File: config.mk
export PLATFORM = sky130hd
export DESIGN_NAME = dmx_frame_sequencer
export DESIGN_NICKNAME = d
export VERILOG_FILES = /design/src/rtl/dmx_pkg.sv /design/src/rtl/dmx_bit_timer.sv /design/src/rtl/dmx_frame_sequencer.sv
export SDC_FILE = /design/constraint.sdc
export NUM_CORES = 1
export LEC_CHECK = 0
export CAP_MARGIN = 20
export CORE_UTILIZATION = 51
export DETAILED_ROUTE_END_ITERATION = 10
export PLACE_DENSITY = 0.76
export SLEW_MARGIN = 5
export SYNTH_ARGS = -nofsm -noshare
export SYNTH_HDL_FRONTEND = slang
export SYNTH_SLANG_ARGS = --single-unit
File: constraint.sdc
create_clock -name CLK12 -period 6.45 [get_ports CLK12]
set_clock_uncertainty 0.15 [all_clocks]
set_input_delay 0.645 -clock CLK12 [delete_from_list [all_inputs] [get_ports CLK12]]
set_output_delay 0.645 -clock CLK12 [all_outputs]
set_load 0.05 [all_outputs]
File: src/rtl/dmx_pkg.sv
// Shared DMX512 definitions: state encoding, byte framing and default timing.
package dmx_pkg;

  typedef enum logic [2:0] {
    ST_IDLE,
    ST_BREAK,
    ST_MAB,
    ST_START,
    ST_FETCH,
    ST_SLOT,
    ST_GAP
  } dmx_state_e;

  // start bit + 8 data bits + 2 stop bits
  localparam int BITS_PER_BYTE = 11;

  // 12 MHz clock, 250 kbaud line
  localparam int DEF_CLKS_PER_BIT = 48;
  localparam int DEF_BREAK_BITS   = 23;
  localparam int DEF_MAB_BITS     = 3;
  localparam int DEF_NUM_SLOTS    = 512;
  localparam int DEF_IDLE_BITS    = 0;

  function automatic int max_int(input int a, input int b);
    return (a > b) ? a : b;
  endfunction

  // Counter width for values 0..max_count-1, never narrower than one bit.
  function automatic int cnt_width(input int max_count);
    return (max_count > 1) ? $clog2(max_count) : 1;
  endfunction

endpackage

File: src/rtl/dmx_bit_timer.sv
// Bit-time tick counter. Counts CLK12 cycles within one DMX bit while run is
// high and strobes bit_end on the last cycle of each bit. Held at zero while
// idle so every timed phase starts on a clean bit boundary.
module dmx_bit_timer
  import dmx_pkg::*;
#(
  parameter int CLKS_PER_BIT = DEF_CLKS_PER_BIT
) (
  input  logic CLK12,
  input  logic RESET_N,
  input  logic run,
  output logic bit_end
);

  localparam int TICK_W = cnt_width(CLKS_PER_BIT);
  localparam logic [TICK_W-1:0] TICK_LAST = TICK_W'(CLKS_PER_BIT - 1);

  logic [TICK_W-1:0] tick_q;

  assign bit_end = run && (tick_q == TICK_LAST);

  // Tick counter: wraps to zero at each bit boundary, cleared when not running.
  always_ff @(posedge CLK12 or negedge RESET_N) begin
    if (!RESET_N) begin
      tick_q <= '0;
    end else if (!run || bit_end) begin
      tick_q <= '0;
    end else begin
      tick_q <= tick_q + TICK_W'(1);
    end
  end

endmodule

File: src/rtl/dmx_frame_sequencer.sv
// DMX512 transmit frame sequencer: break, mark-after-break, start code, then
// NUM_SLOTS bytes fetched one at a time from an external slot source.
//
// state  | meaning
// IDLE   | line at mark, waiting for ENABLE
// BREAK  | line low for BREAK_BITS bit times, start code latched on entry
// MAB    | line high for MAB_BITS bit times
// START  | start-code byte on the line
// FETCH  | SLOT_REQ high, line at mark until SLOT_VALID
// SLOT   | fetched slot byte on the line
// GAP    | FRAME_DONE cycle plus IDLE_BITS bit times of mark
module dmx_frame_sequencer
  import dmx_pkg::*;
#(
  parameter int CLKS_PER_BIT = DEF_CLKS_PER_BIT,
  parameter int BREAK_BITS   = DEF_BREAK_BITS,
  parameter int MAB_BITS     = DEF_MAB_BITS,
  parameter int NUM_SLOTS    = DEF_NUM_SLOTS,
  parameter int IDLE_BITS    = DEF_IDLE_BITS
) (
  input  logic       CLK12,
  input  logic       RESET_N,
  input  logic       ENABLE,
  input  logic [7:0] START_CODE,
  output logic       SLOT_REQ,
  output logic [8:0] SLOT_ADDR,
  input  logic [7:0] SLOT_DATA,
  input  logic       SLOT_VALID,
  output logic       DMX_DATA,
  output logic       BUSY,
  output logic       FRAME_DONE
);

  localparam int BIT_MAX = max_int(max_int(BREAK_BITS, MAB_BITS),
                                   max_int(BITS_PER_BYTE, IDLE_BITS));
  localparam int BIT_W   = cnt_width(BIT_MAX);

  localparam logic [BIT_W-1:0] BREAK_LAST = BIT_W'(BREAK_BITS - 1);
  localparam logic [BIT_W-1:0] MAB_LAST   = BIT_W'(MAB_BITS - 1);
  localparam logic [BIT_W-1:0] BYTE_LAST  = BIT_W'(BITS_PER_BYTE - 1);
  localparam logic [BIT_W-1:0] DATA_LAST  = BIT_W'(8);
  localparam logic [BIT_W-1:0] GAP_LAST   = BIT_W'((IDLE_BITS > 0) ? IDLE_BITS - 1 : 0);
  localparam logic [8:0]       ADDR_LAST  = 9'(NUM_SLOTS - 1);
  localparam logic             GAP_TIMED  = (IDLE_BITS > 0);

  dmx_state_e       state_q, state_d;
  logic [BIT_W-1:0] bit_cnt_q;
  logic [8:0]       slot_addr_q;
  logic [7:0]       tx_shift_q;
  logic [7:0]       start_code_q;
  logic             frame_done_q;

  logic timer_run;
  logic bit_end;
  logic byte_state;
  logic byte_end;
  logic gap_end;

  assign byte_state = (state_q == ST_START) || (state_q == ST_SLOT);
  assign timer_run  = byte_state || (state_q == ST_BREAK) || (state_q == ST_MAB) ||
                      ((state_q == ST_GAP) && GAP_TIMED);
  assign byte_end   = bit_end && (bit_cnt_q == BYTE_LAST);
  // With no idle time the GAP state lasts only its FRAME_DONE cycle.
  assign gap_end    = !GAP_TIMED || (bit_end && (bit_cnt_q == GAP_LAST));

  dmx_bit_timer #(
    .CLKS_PER_BIT(CLKS_PER_BIT)
  ) u_bit_timer (
    .CLK12  (CLK12),
    .RESET_N(RESET_N),
    .run    (timer_run),
    .bit_end(bit_end)
  );

  // State register.
  always_ff @(posedge CLK12 or negedge RESET_N) begin
    if (!RESET_N) begin
      state_q <= ST_IDLE;
    end else begin
      state_q <= state_d;
    end
  end

  // Next-state decode; ENABLE is only consulted between frames.
  always_comb begin
    state_d = state_q;
    case (state_q)
      ST_IDLE:  if (ENABLE) state_d = ST_BREAK;
      ST_BREAK: if (bit_end && (bit_cnt_q == BREAK_LAST)) state_d = ST_MAB;
      ST_MAB:   if (bit_end && (bit_cnt_q == MAB_LAST)) state_d = ST_START;
      ST_START: if (byte_end) state_d = ST_FETCH;
      ST_FETCH: if (SLOT_VALID) state_d = ST_SLOT;
      ST_SLOT:  if (byte_end) state_d = (slot_addr_q == ADDR_LAST) ? ST_GAP : ST_FETCH;
      ST_GAP:   if (gap_end) state_d = ENABLE ? ST_BREAK : ST_IDLE;
      default:  state_d = ST_IDLE;
    endcase
  end

  // Bit counter, slot address, byte shifter, latched start code, done pulse.
  always_ff @(posedge CLK12 or negedge RESET_N) begin
    if (!RESET_N) begin
      bit_cnt_q    <= '0;
      slot_addr_q  <= '0;
      tx_shift_q   <= '0;
      start_code_q <= '0;
      frame_done_q <= 1'b0;
    end else begin
      frame_done_q <= (state_q == ST_SLOT) && (state_d == ST_GAP);

      if (state_d != state_q) begin
        bit_cnt_q <= '0;
      end else if (bit_end) begin
        bit_cnt_q <= bit_cnt_q + BIT_W'(1);
      end

      if ((state_d == ST_BREAK) && (state_q != ST_BREAK)) begin
        start_code_q <= START_CODE;
      end

      if ((state_q == ST_START) && (state_d == ST_FETCH)) begin
        slot_addr_q <= '0;
      end else if ((state_q == ST_SLOT) && (state_d == ST_FETCH)) begin
        slot_addr_q <= slot_addr_q + 9'd1;
      end

      if ((state_q == ST_MAB) && (state_d == ST_START)) begin
        tx_shift_q <= start_code_q;
      end else if ((state_q == ST_FETCH) && SLOT_VALID) begin
        tx_shift_q <= SLOT_DATA;
      end else if (byte_state && bit_end && (bit_cnt_q != '0) && (bit_cnt_q <= DATA_LAST)) begin
        tx_shift_q <= {1'b0, tx_shift_q[7:1]};
      end
    end
  end

  // Line level: low for break and start bits, LSB-first data, mark elsewhere.
  always_comb begin
    DMX_DATA = 1'b1;
    if (state_q == ST_BREAK) begin
      DMX_DATA = 1'b0;
    end else if (byte_state) begin
      if (bit_cnt_q == '0) begin
        DMX_DATA = 1'b0;
      end else if (bit_cnt_q <= DATA_LAST) begin
        DMX_DATA = tx_shift_q[0];
      end
    end
  end

  assign SLOT_REQ   = (state_q == ST_FETCH);
  assign SLOT_ADDR  = slot_addr_q;
  assign BUSY       = (state_q != ST_IDLE);
  assign FRAME_DONE = frame_done_q;

endmodule

==> impl_metrics.csv <==
group,metric,value,unit
cells_and_area,area_growth,17.00,%
timing,rsz0062_at_grt,"false",
worst_setup_path,critPathKind,"reg -> out",
yosys,synthesis.area,0.002275,mm2
cells_and_area,drive_gt1_share,19.33,%
timing,tns,0,ps
die,die_x,68.79,um
power_and_ir_drop,p_leak,1.182,nW
timing,fin_crit_sh,51.66,%
power_and_ir_drop,power,0.0004246,W
clock_network,post_cts_buffers,0,
drt,drc,0,
clock_network,clock_latency,300,ps
drt,ant_nets,0,
clock_network,cts_hold_buf,0,
timing,tightestPinTransition,877.3,ps
timing,period_minus_slack,3332,ps
yosys,yosys.area.top_type,"dfrtp_1",
yosys,synth_seq_cells,40,
yosys,yosys.cell_types.count,48,
timing,fmax,300.1,MHz
die,pin_count,33,
cells_and_area,fillCellCount,368,
yosys,synthCells,210,
worst_setup_path,required,5650,ps
place,pre_cts_ws,3412,ps
worst_setup_path,arrival,2540,ps
timing,slew_headroom,41.51,%
yosys,ys_top_cells_by_area,"dfrtp_1, mux2_2, ha_1",
drt,finalWirelength,4.725,mm
die,rows,23,
worst_setup_path,rr_startpoint,"SLOT_ADDR[2]$_DFFE_PN0P_",
drt,routedWlPerCell,16.41,um
worst_setup_path,cp_max_fo,4,
timing,setup_viol,0,
timing,slew_viol_final,0,
drt,via_count,1684,
die,core,0.004144,mm2
worst_setup_path,r2r.worst_path.cells,8,
clock_network,cts_resized,0,
die,die_area,0.004731,mm2
worst_setup_path,crit_top_cell,"maj3_1",
clock_network,htree_levels,2,
cells_and_area,regArea,0.001001,mm2
place,place_area,0.002584,mm2
cells_and_area,nNetsFinal,264,
worst_setup_path,regToRegEndpoint,"SLOT_ADDR[7]$_DFFE_PN0P_",
global_routing,antenna_found_initial,0,
global_routing,grt_pass1_vias,1555,
yosys,syn-num-nets,236,
drt,via_per_inst,5.847,
yosys,synth_common_cells,"dfrtp_1, mux2_2, nor2_1",
global_routing,grt_max_degree,41,
worst_setup_path,slowest_stage,"clkdlybuf4s50_1",
cells_and_area,n_antenna_cell,0,
clock_network,clkTransAtPathRegs,70,ps
place,portBuffers,32,
clock_network,cts-root-buf,"clkbuf_8",
clock_network,numCtsBuffers,5,
yosys,yosysMostFrequentCell,"dfrtp_1",
clock_network,clock_sinks,40,
timing,hold-worst-slack,312.1,ps
yosys,synth_edf_count,0,
timing,setup_ws,3118,ps
die,fp.dieH,68.79,um
drt,drtIter0Drc,141,
place,gp_congestion,0.9104,
power_and_ir_drop,power.density,159.5,mW/mm2
yosys,ys_warn_count,0,
worst_setup_path,cpPeakStageDelay,800,ps
cells_and_area,finalInstanceArea,0.002661,mm2
yosys,synth_ff_type,"dfrtp_1",
global_routing,grt_pass1_wl,7.541,mm
global_routing,grt_use_total,22.57,%
worst_setup_path,path_cells,"inv_1 -> ha_1 -> nand2b_1 -> maj3_1 -> nor2_1 -> maj3_1 -> nand2_1 -> clkdlybuf4s50_1",
timing,finalHoldViolCount,0,
worst_setup_path,startpoint_type,"register",
worst_setup_path,end_kind,"output port",
global_routing,gr-total-overflow,0,
cells_and_area,multiInputGateArea,0.001167,mm2
clock_network,cts_tree,"yes",
yosys,synth_top_cell_area_share,44.00,%
hold_path,hp-class,"in -> async",
worst_setup_path,rrSetupSlack,3790,ps
clock_network,clockBufferDepth,2,
run,drv_cap,0,
place,hpwl,3.310,mm
yosys,ys_async_sr_fraction,100.0,%
yosys,yosysSeqAreaShare,44.00,%
die,start_util,54.89,%
status,outcome,"finished clean",
drt,first_pass_iters,4,
yosys,avgSynthCellArea,10.83,um2
power_and_ir_drop,ir_drop,0.1411,mV
layout make-up:
cell class,count,share of cell area [%]
clock buffer,6,2.727
clock inverter,1,0.1881
inverter,8,1.128
multi-input combinational,150,43.86
sequential,40,37.61
tap,50,2.351
timing repair buffer,33,12.13
routing by layer:
metal	wire length [um]	vias up	track usage (%)
met2	2274	49	34.93
met5	0	-	0
met1	2137	819	29.92
met4	85	0	11.73
met3	227	7	4.276
li1	-	809	-
per-stage QoR:
stage | instances | utilization (%)
after floorplan | 210 | -
after CTS | 288 | 64.22
after global routing | 288 | 64.22
after detailed placement | 281 | 62.35
final | 288 | 64.22
after global placement | 281 | 62.35
registers in the layout, summed over array words and instances, names as in the netlist:
name	count
start_code_q	8
tx_shift_q	8
bit_cnt_q	5
FRAME_DONE	1
state_q	3
SLOT_ADDR	9
u_bit_timer.tick_q	6
cells in the final DEF (no fill, tap or decap), types with 3 or more instances in the layout:
master / count
o31ai_1: 4
o21ai_0: 4
and3_1: 5
nand3_1: 6
mux2_2: 29
xor2_1: 5
ha_1: 6
nand2b_1: 5
nor2_1: 20
inv_1: 8
nand4_1: 3
nor3_1: 3
a21oi_1: 8
clkdlybuf4s50_1: 31
clkbuf_8: 5
nand2_1: 10
and4_1: 3
dfrtp_1: 40
xnor2_1: 4
or4_1: 5
worst max-delay path by stage:
| stage | from | end | depth (start not counted) |
|---|---|---|---|
| global route | bit_cnt_q[0]$_DFFE_PN0P_ | DMX_DATA | 8 |
| global placement | bit_cnt_q[0]$_DFFE_PN0P_ | DMX_DATA | 8 |
| CTS | bit_cnt_q[0]$_DFFE_PN0P_ | DMX_DATA | 8 |
| finish | bit_cnt_q[0]$_DFFE_PN0P_ | DMX_DATA | 8 |
| detailed placement | bit_cnt_q[0]$_DFFE_PN0P_ | DMX_DATA | 8 |
| floorplan | SLOT_ADDR[2]$_DFFE_PN0P_ | SLOT_ADDR[5]$_DFFE_PN0P_ | 9 |
cell families after synthesis:
family | Yosys count | share of synthesized area (%)
AOI/OAI and AO/OA | 32 | 10.29
xor gates and xnor gates | 9 | 3.465
adders and majority gates | 8 | 4.180
buffers and inverters | 20 | 4.676
DFF | 40 | 44.00
muxes | 31 | 15.46
and+or+nand+nor | 70 | 17.93
worst max-delay path: cells and delay by family (launching register included):
family | cells | cell delay [ps]
DFF | 1 | 410
and+or+nand+nor | 3 | 220
buffers and inverters | 2 | 880
adders and majority gates | 3 | 720
power breakdown:
group          internal, W  leakage (nW)  switching (W)
Clock            0.0000735        0.0410      0.0000847
Combinational   0.00000967         0.602     0.00000610
Sequential        0.000251         0.539              0
Total             0.000334          1.18      0.0000908
(Power assumes the default switching activity.)
